==> config.mk <==
export PLATFORM = sky130hd
export DESIGN_NAME = latch_sampler
export DESIGN_NICKNAME = d
export VERILOG_FILES = /design/src/rtl/latch_sampler.sv
export SDC_FILE = /design/constraint.sdc
export NUM_CORES = 1
export LEC_CHECK = 0
export CAP_MARGIN = 20
export CELL_PAD_IN_SITES_DETAIL_PLACEMENT = 1
export CELL_PAD_IN_SITES_GLOBAL_PLACEMENT = 2
export CORE_UTILIZATION = 31
export DETAILED_ROUTE_END_ITERATION = 12
export PLACE_DENSITY = 0.75
export SLEW_MARGIN = 20
export SYNTH_ARGS = -nofsm -noshare
export SYNTH_HDL_FRONTEND = slang
export SYNTH_SLANG_ARGS = --single-unit
==> constraint.sdc <==
create_clock -name clk -period 1.4 [get_ports clk]
set_input_delay 0.21 -clock clk [delete_from_list [all_inputs] [get_ports clk]]
set_output_delay 0.21 -clock clk [all_outputs]
set_load 0.01 [all_outputs]
==> src/rtl/latch_sampler.sv <==
// latch_sampler: qualifies data from an upstream transparent latch. A value
// is accepted only after it has stayed unchanged, with the latch closed, for
// STABLE_CYCLES consecutive edges. Each accepted value is delivered once
// through a valid/ready handshake. A new value that qualifies while a
// delivery is still pending raises a sticky overrun flag.
module latch_sampler #(
  parameter int WIDTH         = 1,
  parameter int STABLE_CYCLES = 4
) (
  input  logic             clk,
  input  logic             rst,
  input  logic [WIDTH-1:0] in,
  input  logic             enable,
  output logic [WIDTH-1:0] out,
  output logic             out_valid,
  input  logic             out_ready,
  output logic             overrun,
  input  logic             overrun_clr
);

  localparam int CW = 8;
  localparam logic [CW-1:0] CNT_MAX = CW'(STABLE_CYCLES);

  typedef enum logic {
    SETTLE = 1'b0,
    HOLD   = 1'b1
  } state_t;

  state_t           state_reg;
  logic [WIDTH-1:0] cand_reg;
  logic [CW-1:0]    cnt_reg;
  logic [WIDTH-1:0] last_reg;
  logic             last_valid_reg;

  logic stable;
  logic is_new;
  logic deliver;
  logic overrun_set;

  // The candidate has been seen unchanged for enough closed-latch edges.
  assign stable      = (cnt_reg == CNT_MAX);
  // The candidate differs from the most recent delivery (or none exists yet).
  assign is_new      = !last_valid_reg || (cand_reg != last_reg);
  assign deliver     = (state_reg == SETTLE) && stable && is_new;
  assign overrun_set = (state_reg == HOLD) && stable && (cand_reg != last_reg);

  // Track the candidate value and how long it has been stable behind a closed latch.
  always_ff @(posedge clk) begin
    if (rst) begin
      cand_reg <= '0;
      cnt_reg  <= '0;
    end else if (enable) begin
      cand_reg <= in;
      cnt_reg  <= '0;
    end else if (in != cand_reg) begin
      cand_reg <= in;
      cnt_reg  <= CW'(1);
    end else if (cnt_reg != CNT_MAX) begin
      cnt_reg  <= cnt_reg + CW'(1);
    end
  end

  // Delivery FSM: register an accepted value, hold it until the consumer takes it.
  always_ff @(posedge clk) begin
    if (rst) begin
      state_reg      <= SETTLE;
      out            <= '0;
      out_valid      <= 1'b0;
      last_reg       <= '0;
      last_valid_reg <= 1'b0;
    end else begin
      case (state_reg)
        SETTLE: begin
          if (deliver) begin
            out            <= cand_reg;
            last_reg       <= cand_reg;
            last_valid_reg <= 1'b1;
            out_valid      <= 1'b1;
            state_reg      <= HOLD;
          end
        end
        HOLD: begin
          // A newer qualifying value waits until after the handshake edge.
          if (out_ready) begin
            out_valid <= 1'b0;
            state_reg <= SETTLE;
          end
        end
        default: begin
          out_valid <= 1'b0;
          state_reg <= SETTLE;
        end
      endcase
    end
  end

  // Sticky overrun flag; a coincident set takes priority over the clear.
  always_ff @(posedge clk) begin
    if (rst) begin
      overrun <= 1'b0;
    end else if (overrun_set) begin
      overrun <= 1'b1;
    end else if (overrun_clr) begin
      overrun <= 1'b0;
    end
  end

endmodule

### Word level (Yosys, flattened, before mapping)

Cells that the tools add are included.

| storage, ports and cells | value |
|---|---|
| register bits | 14 |
| bits of input ports | 6 |
| output and inout bits | 3 |

| operators by class | value |
|---|---|
| $add $sub $neg | 1 |
| equality and inequality tests | 6 |
| multiplexer cells | 12 |
| bitwise operators | 1 |
| reduce and logical (&&, ||, !) cells | 13 |

Operators by type and width:

| cell | count |
|---|---|
| $mux 1 | 10 |
| $add 8x1->8 const B | 1 |
| $eq 8x3->1 const B | 1 |
| $ne 8x3->1 const B | 1 |
| $reduce_bool 2->1 | 3 |
| $logic_and 1x1->1 | 4 |
| $ne 2x2->1 const B | 2 |
| $pmux 1 s2 | 2 |
| $reduce_and 2->1 | 2 |
| $reduce_or 3->1 | 1 |
| $ne 1x1->1 | 2 |
| $reduce_or 2->1 | 1 |
| $logic_not 1->1 | 1 |
| $logic_or 1x1->1 | 1 |
| $not 1->1 | 1 |

### Logic depth before layout (Yosys ltp)

Gate-level depths: netlist (run 1).

| depth | value |
|---|---|
| depth in word-level cells | 5 |
| gate-level depth with buffers | 5 |

### Worst setup path before layout (run 1)

OpenSTA, ideal clock, no wires.

| timing path | value |
|---|---|
| path type | register -> register |
| start point | reg cnt_reg[0] |
| end point | reg cnt_reg[0] |
| library setup time | 0.112 ns |
| arrival | 1.227 ns |
| required time | 1.288 ns |
| slack | 0.061 ns |
| cell stages (with the launch flop) | 6 |
| clock period less this slack | 1.339 ns |
| path through | dfxtp_1 inv_1 ha_1 nand4bb_1 nor4_1 a2111oi_1 |

| on the way | value |
|---|---|
| word-level cells in the longest chain between the ends | 3 |

Ends and longest elaborated chain:

| item | line | RTL |
|---|---|---|
| from (decl) | 31 | `logic [CW-1:0] cnt_reg;` |
| from (signal assigned) | 59 | `cnt_reg <= cnt_reg + CW'(1);` |
| $add 8x1->8 | 59 |  |
| $mux 1 | 58 | `end else if (cnt_reg != CNT_MAX) begin` |
| $mux 1 | 55 | `end else if (in != cand_reg) begin` |

Several ways; a longest one is shown, not always the timed one. The select of a mux whose other input is x is not followed.
A chain may end at the register's enable or synchronous reset.

### Worst setup path after layout (run 1)

| timing path | value |
|---|---|
| start point | reg cnt_reg[0] |
| end point | reg cnt_reg[6] |

| on the way | value |
|---|---|
| word-level cells in the longest chain between the ends | 1 |

Ends and longest elaborated chain:

| item | line |
|---|---|
| $add 8x1->8 / $ne 8x3->1 (equally long branches) | 59, 58 |

Several ways; a longest one is shown, not always the timed one.

==> results.toml, run 1 <==
[cells_and_area]
diodes = 0
syn_to_final_growth_pct = 45.2
drive_above_1_share = 0.344
largest_reg_flops = 8
final_area_um2 = 968
fin_nets = 105

[clocking]
cts_buffers = 3
htreeDepth = 1
tritoncts = "built"
cts_max_path_buffers = 2
cts.sinks = 14
cts_hold_buf = 0
cts_root_buf = "clkbuf_4"
clk_latency_ps = 290
clk_pin_slew_ps = 100

[setup_path]
worstPathRequired_ps = 1620
crit_arrival_ps = 1560
endpoint_kind = "flip-flop"
rrSetupSlack_ps = 60
critPathMaxFanout = 5
worstSetupEndpoint = "cnt_reg[6]"
r2r_cells = 5
startpoint = "cnt_reg[0]"
r2r-end = "cnt_reg[6]"
crit_type = "reg -> reg"
r2r-start = "cnt_reg[0]"
critPathLaunchType = "flip-flop"

[floorplan]
start_util = 0.333
core_area_um2 = 2000
io_pins = 9
core.rowCount = 16
die-area_um2 = 2340
die_height_um = 48.4
die_w_um = 48.4

[sta]
final-max-slew-violation-count = 0
setup_viol = 0
hold_viol = 0
period_needed_ps = 1340
hold_ws_ps = 515
worst_slack_ps = 56.8
slew_headroom = 0.787
worstMarginPinSlew_ps = 316
fmax_mhz = 744
fin_crit_sh = 0.959
fin_skew_ps = 15.1
grt_setup_unrepaired = "yes"
finalSetupTns_ps = 0

[logic_synthesis]
ys_warn_count = 0
avgSynthCellArea_um2 = 8.89
yosysTopAreaCellShare = 0.420
yosysTopAreaCell = "dfxtp_1"
syn_area_um2 = 667
ys_types = 28
synthFlopType = "dfxtp_1"
seq_area_frac_synth = 0.420
synthArstFlopShare = 0
syn_inst = 75
ys_ff_latch = 14
synth_fp_nets = 83
yosys-top-cells-area = "dfxtp_1, or3_1, a211oi_1"
synth-edff-count = 0

[outcome]
status = "finished, final reports clean"

[place]
numPortBuffers = 8
place_area_um2 = 857
place_hpwl_um = 1290
dp_slack_ps = -208
gp_congestion = 0.721

[route]
dr.pass1.iters = 3
wl_per_cell_um = 14.5
via_per_inst = 5.12
ant_nets = 0
vias = 630
drc = 0
drt_iter0_drc = 2
wl_um = 1780

[min_path]
hold_start = "last_valid_reg"
holdCritPathClass = "reg -> reg"

[global_route]
grt_use_total = 0.179
grt_max_degree = 9
overflow = 0
first_global_vias = 721
grt_antenna_before_repair = 0
grt_first_pass_wirelength_um = 3270

[pwr]
p_leak_nw = 0.353
total_power_uw = 773
ir_worst_vdd_mv = 0.633
power_density_nw_per_um2 = 798

[flow_run]
maxCapViolCount = 0
[area by class of cell]
cell class | count | area, µm²
fillers | 233 | 1030
multi-input cells | 53 | 420
flip-flops and latches | 14 | 285
repair buffers | 20 | 174
clock buffers | 4 | 36.3
well taps | 27 | 33.8
inverters | 5 | 18.8
[cells in the final DEF, fill, tap and decap left out, drive strengths merged]
cell	synthesis	routed
o31ai	1	1
o21ai	4	4
or3	5	5
dlygate4sd2	0	2
dfxtp	14	14
a21oi	5	5
buf	2	12
xnor2	2	2
a211oi	4	4
a2111oi	1	1
clkbuf	1	4
nand4bb	1	1
nor2b	2	2
nand3	5	5
nor2	5	5
ha	2	2
o21a	1	1
nand4	2	2
a311o	1	1
a22o	1	1
o41ai	1	1
a31oi	1	1
nand2b	1	1
dlymetal6s2s	0	1
xor2	2	2
clkdlybuf4s50	0	5
nor4	1	1
and4bb	1	1
inv	5	5
nor3	1	1
nand2	3	3
[timing repair]
action | 4_1_cts | 5_1_grt
buffers inserted | 0 | 0
hold endpoints to repair | 0 | 0
setup endpoints to repair | 4 | 10
pin swaps | 1 | 1
resized for setup | 5 | 16
[how the worst min path moves through the flow]
| stage | end | slack [ps] | cells after the start |
|---|---|---|---|
| floorplan | last_reg | 280 | 1 |
| CTS | cnt_reg[0] | 500 | 2 |
| global route | last_reg | 530 | 2 |
| global placement | last_valid_reg | 460 | 2 |
| finish | last_valid_reg | 510 | 2 |
| detailed placement | last_valid_reg | 470 | 2 |
[cell families (layout without fill, tap and decap cells)]
logic type	count (synthesis)	count (layout)	synth area share
buf+inv	8	29	0.0488
xor+xnor	4	4	0.0525
simple gates	27	27	0.229
flops	14	14	0.420
compound gates	20	20	0.212
fa+ha+maj	2	2	0.0375
[routing by layer]
metal,track usage,vias up,share of wire
met3,0.0472,2,0.031
met5,0,-,0
li1,-,317,-
met2,0.317,8,0.49
met1,0.212,303,0.47
met4,0.0490,0,0.0079
[power breakdown]
part	total (mW)	internal [mW]	switching [mW]
clock	0.301	0.158	0.143
combinational	0.0655	0.0350	0.0305
sequential	0.406	0.403	0.00359
total	0.773	0.596	0.177
[critical path: stages (launching register included)]
cell	delay, ps
dfxtp_2	340
buf_4	140
ha_1	170
inv_1	50
or3_1	350
a211oi_2	220
[synth_stat cells (all sizes together), types with 2 or more instances]
cell type and count:
a211oi 4, a21oi 5, buf 2, dfxtp 14, ha 2, inv 5, nand2 3, nand3 5
nand4 2, nor2 5, nor2b 2, o21ai 4, or3 5, xnor2 2, xor2 2
[stage by stage]
stage / instances / utilization
4_1_cts: 123 / 0.453
2_1_floorplan: 75 / -
3_3_place_gp: 119 / 0.428
3_5_place_dp: 119 / 0.428
5_1_grt: 123 / 0.484
6_report: 123 / 0.484
(Power assumes the default switching activity.)
==> run 2: changes to the inputs <==
- CORE_MARGIN: default -> 2
==> results.toml, run 2 (same netlist as run 1, synthesis figures left out) <==
[outcome]
status = "finished, final reports clean"

[setup_path]
r2r-start = "cnt_reg[0]"
endpoint_kind = "flip-flop"
rrSetupSlack_ps = 20
worstPathRequired_ps = 1610
critPathMaxFanout = 5
worstSetupEndpoint = "cnt_reg[6]"
r2r-end = "cnt_reg[6]"
crit_type = "reg -> reg"
critPathLaunchType = "flip-flop"
r2r_cells = 5
startpoint = "cnt_reg[0]"
crit_arrival_ps = 1580

[pwr]
ir_worst_vdd_mv = 0.592
power_frac_clock = 0.393
total_power_uw = 775
p_int_uw = 596
p_leak_nw = 0.376
p_sw_frac = 0.231
power.sequential.fraction = 0.524
p_comb_frac = 0.083
power_density_nw_per_um2 = 781
p_sw_uw = 179

[cells_and_area]
final_common_cell = "buf_4"
drive_above_1_share = 0.381
largest_reg_flops = 8
stdcell_count = 124
layout_common_cells = "buf_4, dfxtp_1, dfxtp_2"
final_area_um2 = 992
syn_to_final_growth_pct = 48.8
diodes = 0
fin_nets = 106
fill_cells = 231

[floorplan]
start_util = 0.333
core_area_um2 = 2000
die_w_um = 50.4
die_height_um = 50.4
die-area_um2 = 2540
core.rowCount = 16
io_pins = 9

[place]
post-place-cells = 119
gp_congestion = 0.702
numPortBuffers = 8
place_hpwl_um = 1300
place_area_um2 = 857

[sta]
final-max-slew-violation-count = 0
fin_skew_ps = 0.887
period_needed_ps = 1380
fin_crit_sh = 0.984
grt_setup_unrepaired = "yes"
finalSetupTns_ps = 0
slew_headroom = 0.764
fmax_mhz = 726
worstMarginPinSlew_ps = 351
hold_viol = 0
setup_viol = 0

[route]
wl_um = 1870
wl_per_cell_um = 15.1
ant_nets = 0
drc = 0
dr.pass1.iters = 4
vias = 643
drt_iter0_drc = 3
via_per_inst = 5.19

[global_route]
first_global_vias = 666
overflow = 0
grt_max_degree = 9
grt_use_total = 0.160
grt_antenna_before_repair = 0
grt_first_pass_wirelength_um = 3070

[clocking]
cts_buffers = 3
cts_root_buf = "clkbuf_4"
htreeDepth = 1
clk_latency_ps = 290
cts.sinks = 14
tritoncts = "built"
clk_pin_slew_ps = 90
cts_max_path_buffers = 2
cts_hold_buf = 0

[min_path]
hold_start = "out_valid"
holdCritPathClass = "reg -> reg"

[flow_run]
maxCapViolCount = 0
run 2: area by class of cell:
type	instances	area (µm²)	share of cell area
multi-input cells	53	423	0.426
well taps	27	33.8	0.0340
repair buffers	21	193	0.194
flip-flops and latches	14	288	0.290
inverters	5	18.8	0.0189
clock buffers	4	36.3	0.0366
run 2: metal layers:
metal | global-route usage | part of all wire | wire, µm | up-vias
met2 | 0.265 | 0.51 | 957 | 9
met1 | 0.204 | 0.46 | 854 | 315
met3 | 0.0268 | 0.018 | 34 | 2
met4 | 0.0676 | 0.011 | 21 | 0
li1 | - | - | - | 317
met5 | 0 | 0 | 0 | -
run 2: through the flow:
step / setup slack, ps / util / hold slack (ps)
5_1_grt: -41.2 / 0.496 / 528
4_1_cts: 3.80 / 0.453 / 497
3_3_place_gp: -131 / 0.428 / 467
3_5_place_dp: -218 / 0.428 / 486
6_report: 22.7 / 0.496 / 501
2_1_floorplan: 61.0 / - / 279
run 2: critical path: stages (launching register included):
cell and delay (ps):
dfxtp_2 340, buf_4 140, ha_1 170, inv_1 50, or3_1 350, a211oi_1 240
run 2: repair_timing:
| item | CTS | global route |
|---|---|---|
| endpoints found under the hold margin | 0 | 0 |
| buffers inserted | 0 | 1 |
| pin swaps | 1 | 4 |
| gates resized for setup | 4 | 22 |
| setup endpoints to repair | 5 | 9 |
run 2: worst min path at each step:
stage,endpoint,depth (start not counted)
finish,out_valid,1
CTS,cnt_reg[0],2
floorplan,last_reg,1
global placement,last_valid_reg,2
detailed placement,out_valid,1
global route,cand_reg,2
run 2: power by group through the flow:
stage	Sequential (mW)	Combinational, mW	Clock [mW]
after floorplan	0.416	0.0193	0
after global placement	0.415	0.0528	0
after detailed placement	0.415	0.0532	0
after CTS	0.405	0.0553	0.313
after global routing	0.407	0.0722	0.340
final	0.406	0.0642	0.304
==> patch 1 (settings of run 2) <==
Change the localparam `CW` from 8 to 12.
--- a/src/rtl/latch_sampler.sv
+++ b/src/rtl/latch_sampler.sv
@@ -20,3 +20,3 @@
 
-  localparam int CW = 8;
+  localparam int CW = 12;
   localparam logic [CW-1:0] CNT_MAX = CW'(STABLE_CYCLES);
Function: same outputs for any inputs over 10 cycles, from zero or initial values and one cycle with rst high; that may be too few to reach the edited logic, so the function may still have changed.
==> patch 1 against run 2 <==
- sequential cell count rose by 4
- design area rose by 41%
- highest routed layer unchanged
- count of clock-buffer cells in the layout fell by 1
- worst setup slack barely moved
- power rose by 11%
- non-clock buffer count rose by 11
- sequential share of layout area fell by 0.98 points
- via count rose by 42%
- wire length rose by 52%
- area after synthesis rose by 37%
- global-route usage rose by 0.88 points
==> patch 1: results (changes against run 2) <==
Final layout
  • Share of layout cells above drive strength 1: 0.492 (+0.111)
  • Antenna diode count: 0 (unchanged)
  • Nets@finish: 142 (+34%)
  • Fillers: 322 (+39%)
  • Max reg flops: 12 (+4)

Logic synthesis
  • Mapped Cells: 99 (+32%)
  • Synth Warn #: 0 (unchanged)
  • Post-synth ARST share: 0 (unchanged)
  • Post-synth top cells: 18 x dfxtp_1, 8 x nand3_1, 5 x inv_1, 5 x nand2_1, 5 x o21ai_0
  • Post-synthesis sequential area ratio: 0.393 (-0.0268)
  • Largest cells by area after synthesis: dfxtp_1 39%, nand3_1 4.4%, a211oi_2 4.1%
  • EDFF count, synth: 0 (unchanged)
  • Netlist cell types: 39 (+39%)
  • Synth Net Count: 107 (+29%)

Clock network
  • Clk slew on worst S/H paths: 0.11 ns (+0.02 ns)
  • CTS Buf Count: 3 (unchanged)
  • CTS root buf: clkbuf_4
  • CTS Buffer Depth: 2 (unchanged)
  • Worst-Skew Late Latency: approximately 0.30 ns
  • Htree depth: 1 (unchanged)

Placement
  • PortBufs: 8 (unchanged)
  • Dpl cells: 155 (+30%)
  • GP Congestion: 0.753 (+7.3%)
  • DPL Wire Length: 1910 microns (+47%)

Detailed routing
  • Avg WL per Cell: 17.4 microns (+16%)
  • Initial drt markers: 16 (+13)
  • Via density: 5.58 (+7.7%)
  • TritonRoute pass-1 iters: 4 (unchanged)
  • WL final: 2840 microns (+52%)

Setup path
  • FF-to-FF path depth: 6 (+1)
  • Critical path fanouts, max: 4 (-1)
  • CP arrival: 1.61 ns (+0.03 ns)

GRT
  • Pin count of the biggest net entering global routing: 11 (+2)
  • First-pass GRT wire length: 4320 microns (+41%)
  • Vias in the first global route: 911 (+37%)
  • Total track usage: 0.169 (+0.00884)
  • Antenna violations before repair: 0 (unchanged)

Run status
  • Outcome: completed

Min path
  • Hold path depth: 2 (+1)
  • Worst min path class: primary input to register

Power and ir drop
  • VDD IR max: 0.000432 V (-27%)
  • Sw frac: 0.243 (+0.0128)
  • Leak: 0.507 nW (+35%)

Timing
  • Clk_skew: 0.0105 ns (+0.00960 ns)
  • Slew headroom: 0.797 (+0.0333)
patch 1: cell count changes after synthesis, moves of 3 or more:
cell             run 2  this run
or4_1                0         3
nand3_1              5         8
dfxtp_1             14        18
o31ai_1              1         4
a211oi_2             0         3
a211oi_1             4         1
patch 1: repair_timing:
item | 4_1_cts | 5_1_grt
resized for setup | 16 | 30
setup buffers | 2 | 2
setup endpoints to repair | 13 | 15
cloned | 0 | 1
pin swaps | 2 | 10
patch 1: cell type report:
type,count,area (sq um),share of cell area
tap,31,38.8,0.0278
sequential,18,392,0.280
clock buffer,3,22.5,0.0161
multi-input combinational,74,641,0.458
inverter,5,21.3,0.0152
timing repair buffer,32,283,0.202
patch 1: kinds of logic (layout without fill, tap and decap cells):
family	count (synthesis)	after routing	synth area share
buf+inv	8	40	0.0382
xor+xnor	4	4	0.0383
mux	2	2	0.0219
simple gates	40	41	0.281
compound gates	25	25	0.199
flops	18	18	0.393
fa+ha+maj	2	2	0.0273
patch 1: stage by stage:
step                setup TNS (ns)  setup WS [ns]  cell area (sq um)  hold slack [ns]  total power (W)
global route                -0.234        -0.0560               1400            0.458         0.000903
finish                           0         0.0227               1400            0.470         0.000860
global placement            -0.870         -0.102               1180            0.456         0.000608
CTS                        -0.0827        -0.0393               1260            0.466         0.000875
floorplan                        0         0.0107                931            0.314         0.000566
detailed placement           -1.36         -0.154               1180            0.465         0.000611
patch 1: critical path: stages (launching register included):
cell      delay [ns]
dfxtp_4         0.38
inv_2           0.07
ha_4            0.12
and4bb_4        0.25
and3_4          0.23
buf_6           0.10
mux2i_1         0.16
patch 1: power by group through the flow:
stage | clock, W | combinational (W) | sequential, W
4_1_cts | 0.000275 | 0.0000808 | 0.000519
3_3_place_gp | 0 | 0.0000731 | 0.000535
6_report | 0.000263 | 0.0000845 | 0.000512
5_1_grt | 0.000298 | 0.0000921 | 0.000513
2_1_floorplan | 0 | 0.0000320 | 0.000534
3_5_place_dp | 0 | 0.0000758 | 0.000535
patch 1: final timing paths:
path | from | end | slack [ns]
setup / recovery | cnt_reg[1] | cnt_reg[1] | 0.02
hold / removal | overrun_clr | overrun | 0.47
setup reg to reg | cnt_reg[1] | cnt_reg[1] | 0.02
hold reg to reg | out_valid | out_valid | 0.47
patch 1: metal layers:
metal  global-route usage  vias to the layer above  wire, microns
li1                     -                      447              -
met1                0.236                      450           1340
met2                0.254                        9           1400
met3               0.0286                        4             62
met4               0.0764                        0             32
met5                    0                        -              0
==> patch 2 (flow settings as in run 2) <==
Without the edit above. Make the reset (`rst`) asynchronous in 3 clocked blocks.
--- a/src/rtl/latch_sampler.sv
+++ b/src/rtl/latch_sampler.sv
@@ -47,3 +47,3 @@
   // Track the candidate value and how long it has been stable behind a closed latch.
-  always_ff @(posedge clk) begin
+  always_ff @(posedge clk or posedge rst) begin
     if (rst) begin
@@ -63,3 +63,3 @@
   // Delivery FSM: register an accepted value, hold it until the consumer takes it.
-  always_ff @(posedge clk) begin
+  always_ff @(posedge clk or posedge rst) begin
     if (rst) begin
@@ -97,3 +97,3 @@
   // Sticky overrun flag; a coincident set takes priority over the clear.
-  always_ff @(posedge clk) begin
+  always_ff @(posedge clk or posedge rst) begin
     if (rst) begin
Function: differs if rst is asserted again (counterexample within 10 cycles, from zero or initial values and one cycle with rst high); with rst held inactive, the same outputs for 10 cycles.
==> patch 2 against run 2 <==
- maximum frequency shrank 0.11%
- area after synthesis grew 6.2%
- clock skew is essentially flat
- via count shrank 5.8%
- sequential cell count is the same
- wire length shrank 9.9%
- design area shrank 4.0%
- worst setup slack lost 0.0015 ns
- critical path depth is the same
- synthesized cell count shrank 4.0%
- critical path type unchanged
- highest routed layer unchanged
Power is not compared: it rests on default switching activity, and its combinational part moved more than twofold at a synthesized area within 25%.
==> patch 2: results (changes against run 2) <==
Final layout
  • Seq_cells: 14 (unchanged)
  • Share of layout cells above drive strength 1: 0.239 (-0.142)
  • #MultiIn Comb: 49 (-7.5%)
  • Clkbuf count: 3 (-1)
  • Buffer share of cell area: 0.167 (-0.0273)
  • Multi-input logic area: 355 sq um (-16%)
  • Number of non-clock inverters in the layout: 8 (+3)
  • Non-CTS buffers: 18 (-14%)
  • Reg area: 350 sq um (+22%)
  • Clock buf/inv share: 0.0237 (-0.0129)

GRT
  • Vias in the first global route: 635 (-4.7%)
  • Pin count of the biggest net entering global routing: 15 (+6)
  • Total track usage: 0.154 (-0.00618)
  • First-pass GRT wire length: 2880 microns (-6.3%)

Run status
  • Outcome: completed

Logic synthesis
  • Post-synth ARST share: 1.00 (+1.00)
  • Largest cells by area after synthesis: dfrtp_1 49%, nand2_1 4.8%, inv_1 4.2%
  • Avg Inst Size Synth: 9.84 sq um (+11%)
  • Synth Net Count: 80 (-3.6%)

Setup path
  • Crit-path leading delay family: flip-flops
  • Critical path's slowest cell: dfrtp_1
  • Critical path fanouts, max: 3 (-2)
  • Slowest stage delay, CP: 0.41 ns (+0.06 ns)

Timing
  • Clk_skew: 0.000626 ns (-0.000260 ns)
  • Slew headroom: 0.806 (+0.0425)

Placement
  • PortBufs: 8 (unchanged)
  • DPL Wire Length: 1270 microns (-1.9%)
  • Pre-CTS WS: -0.0462 ns (+0.172 ns)
  • GP Congestion: 0.787 (+12%)

Min path
  • Worst min path class: primary input to asynchronous set/reset pin

Clock network
  • CTS Buffer Depth: 2 (unchanged)
  • CTS root buf: clkbuf_4

Detailed routing
  • Initial drt markers: 9 (+6)
  • Avg WL per Cell: 14.0 microns (-6.8%)
-- patch 2: final timing paths --
kind / startpoint / to / slack [ns]
setup / recovery: cnt_reg[1] / last_reg / 0.02
hold / removal: rst / overrun / 0.23
setup reg to reg: cnt_reg[1] / last_reg / 0.02
hold reg to reg: last_valid_reg / last_valid_reg / 0.46
max in group asynchronous: rst / cnt_reg[5] / 0.99
min in group clk: in / cand_reg / 0.43
-- patch 2: per-stage QoR --
step | hold slack (ns) | utilization | cell area [sq um] | instances
after CTS | 0.244 | 0.417 | 913 | 119
after floorplan | 0.0992 | - | 708 | 72
after detailed placement | 0.437 | 0.401 | 880 | 115
after global routing | 0.256 | 0.435 | 952 | 120
after global placement | 0.434 | 0.401 | 880 | 115
final | 0.232 | 0.435 | 952 | 120
-- patch 2: logic make-up (layout without fill, tap and decap cells) --
family	Yosys count	in the layout	share of synthesized area
and+or+nand+nor	27	27	0.230
AOI/OAI and AO/OA	16	16	0.134
DFF	14	14	0.495
buffers and inverters	9	29	0.0477
xor gates and xnor gates	3	3	0.0371
adders and majority gates	2	2	0.0353
muxes	1	1	0.0212
-- patch 2: power breakdown --
group | internal [W] | switching [W]
clock | 0.0000998 | 0.000130
combinational | 0.0000955 | 0.0000903
sequential | 0.000441 | 0.0000211
total | 0.000637 | 0.000241
-- patch 2: metal layers --
layer,vias to the layer above,wire (microns),track usage
met5,-,0,0
met4,0,38,0.0921
met1,300,794,0.181
met2,6,804,0.254
li1,296,-,-
met3,4,46,0.0345
-- patch 2: worst min-delay path, cell delays in order --
cell	delay, ns
clkdlybuf4s50_1	0.40
inv_1	0.05
buf_4	0.22
-- patch 2: timing repair --
| action | CTS | global route |
|---|---|---|
| resized for setup | 3 | 8 |
| pin swaps | 0 | 1 |
| setup endpoints to repair | 5 | 10 |
| setup buffers | 1 | 1 |
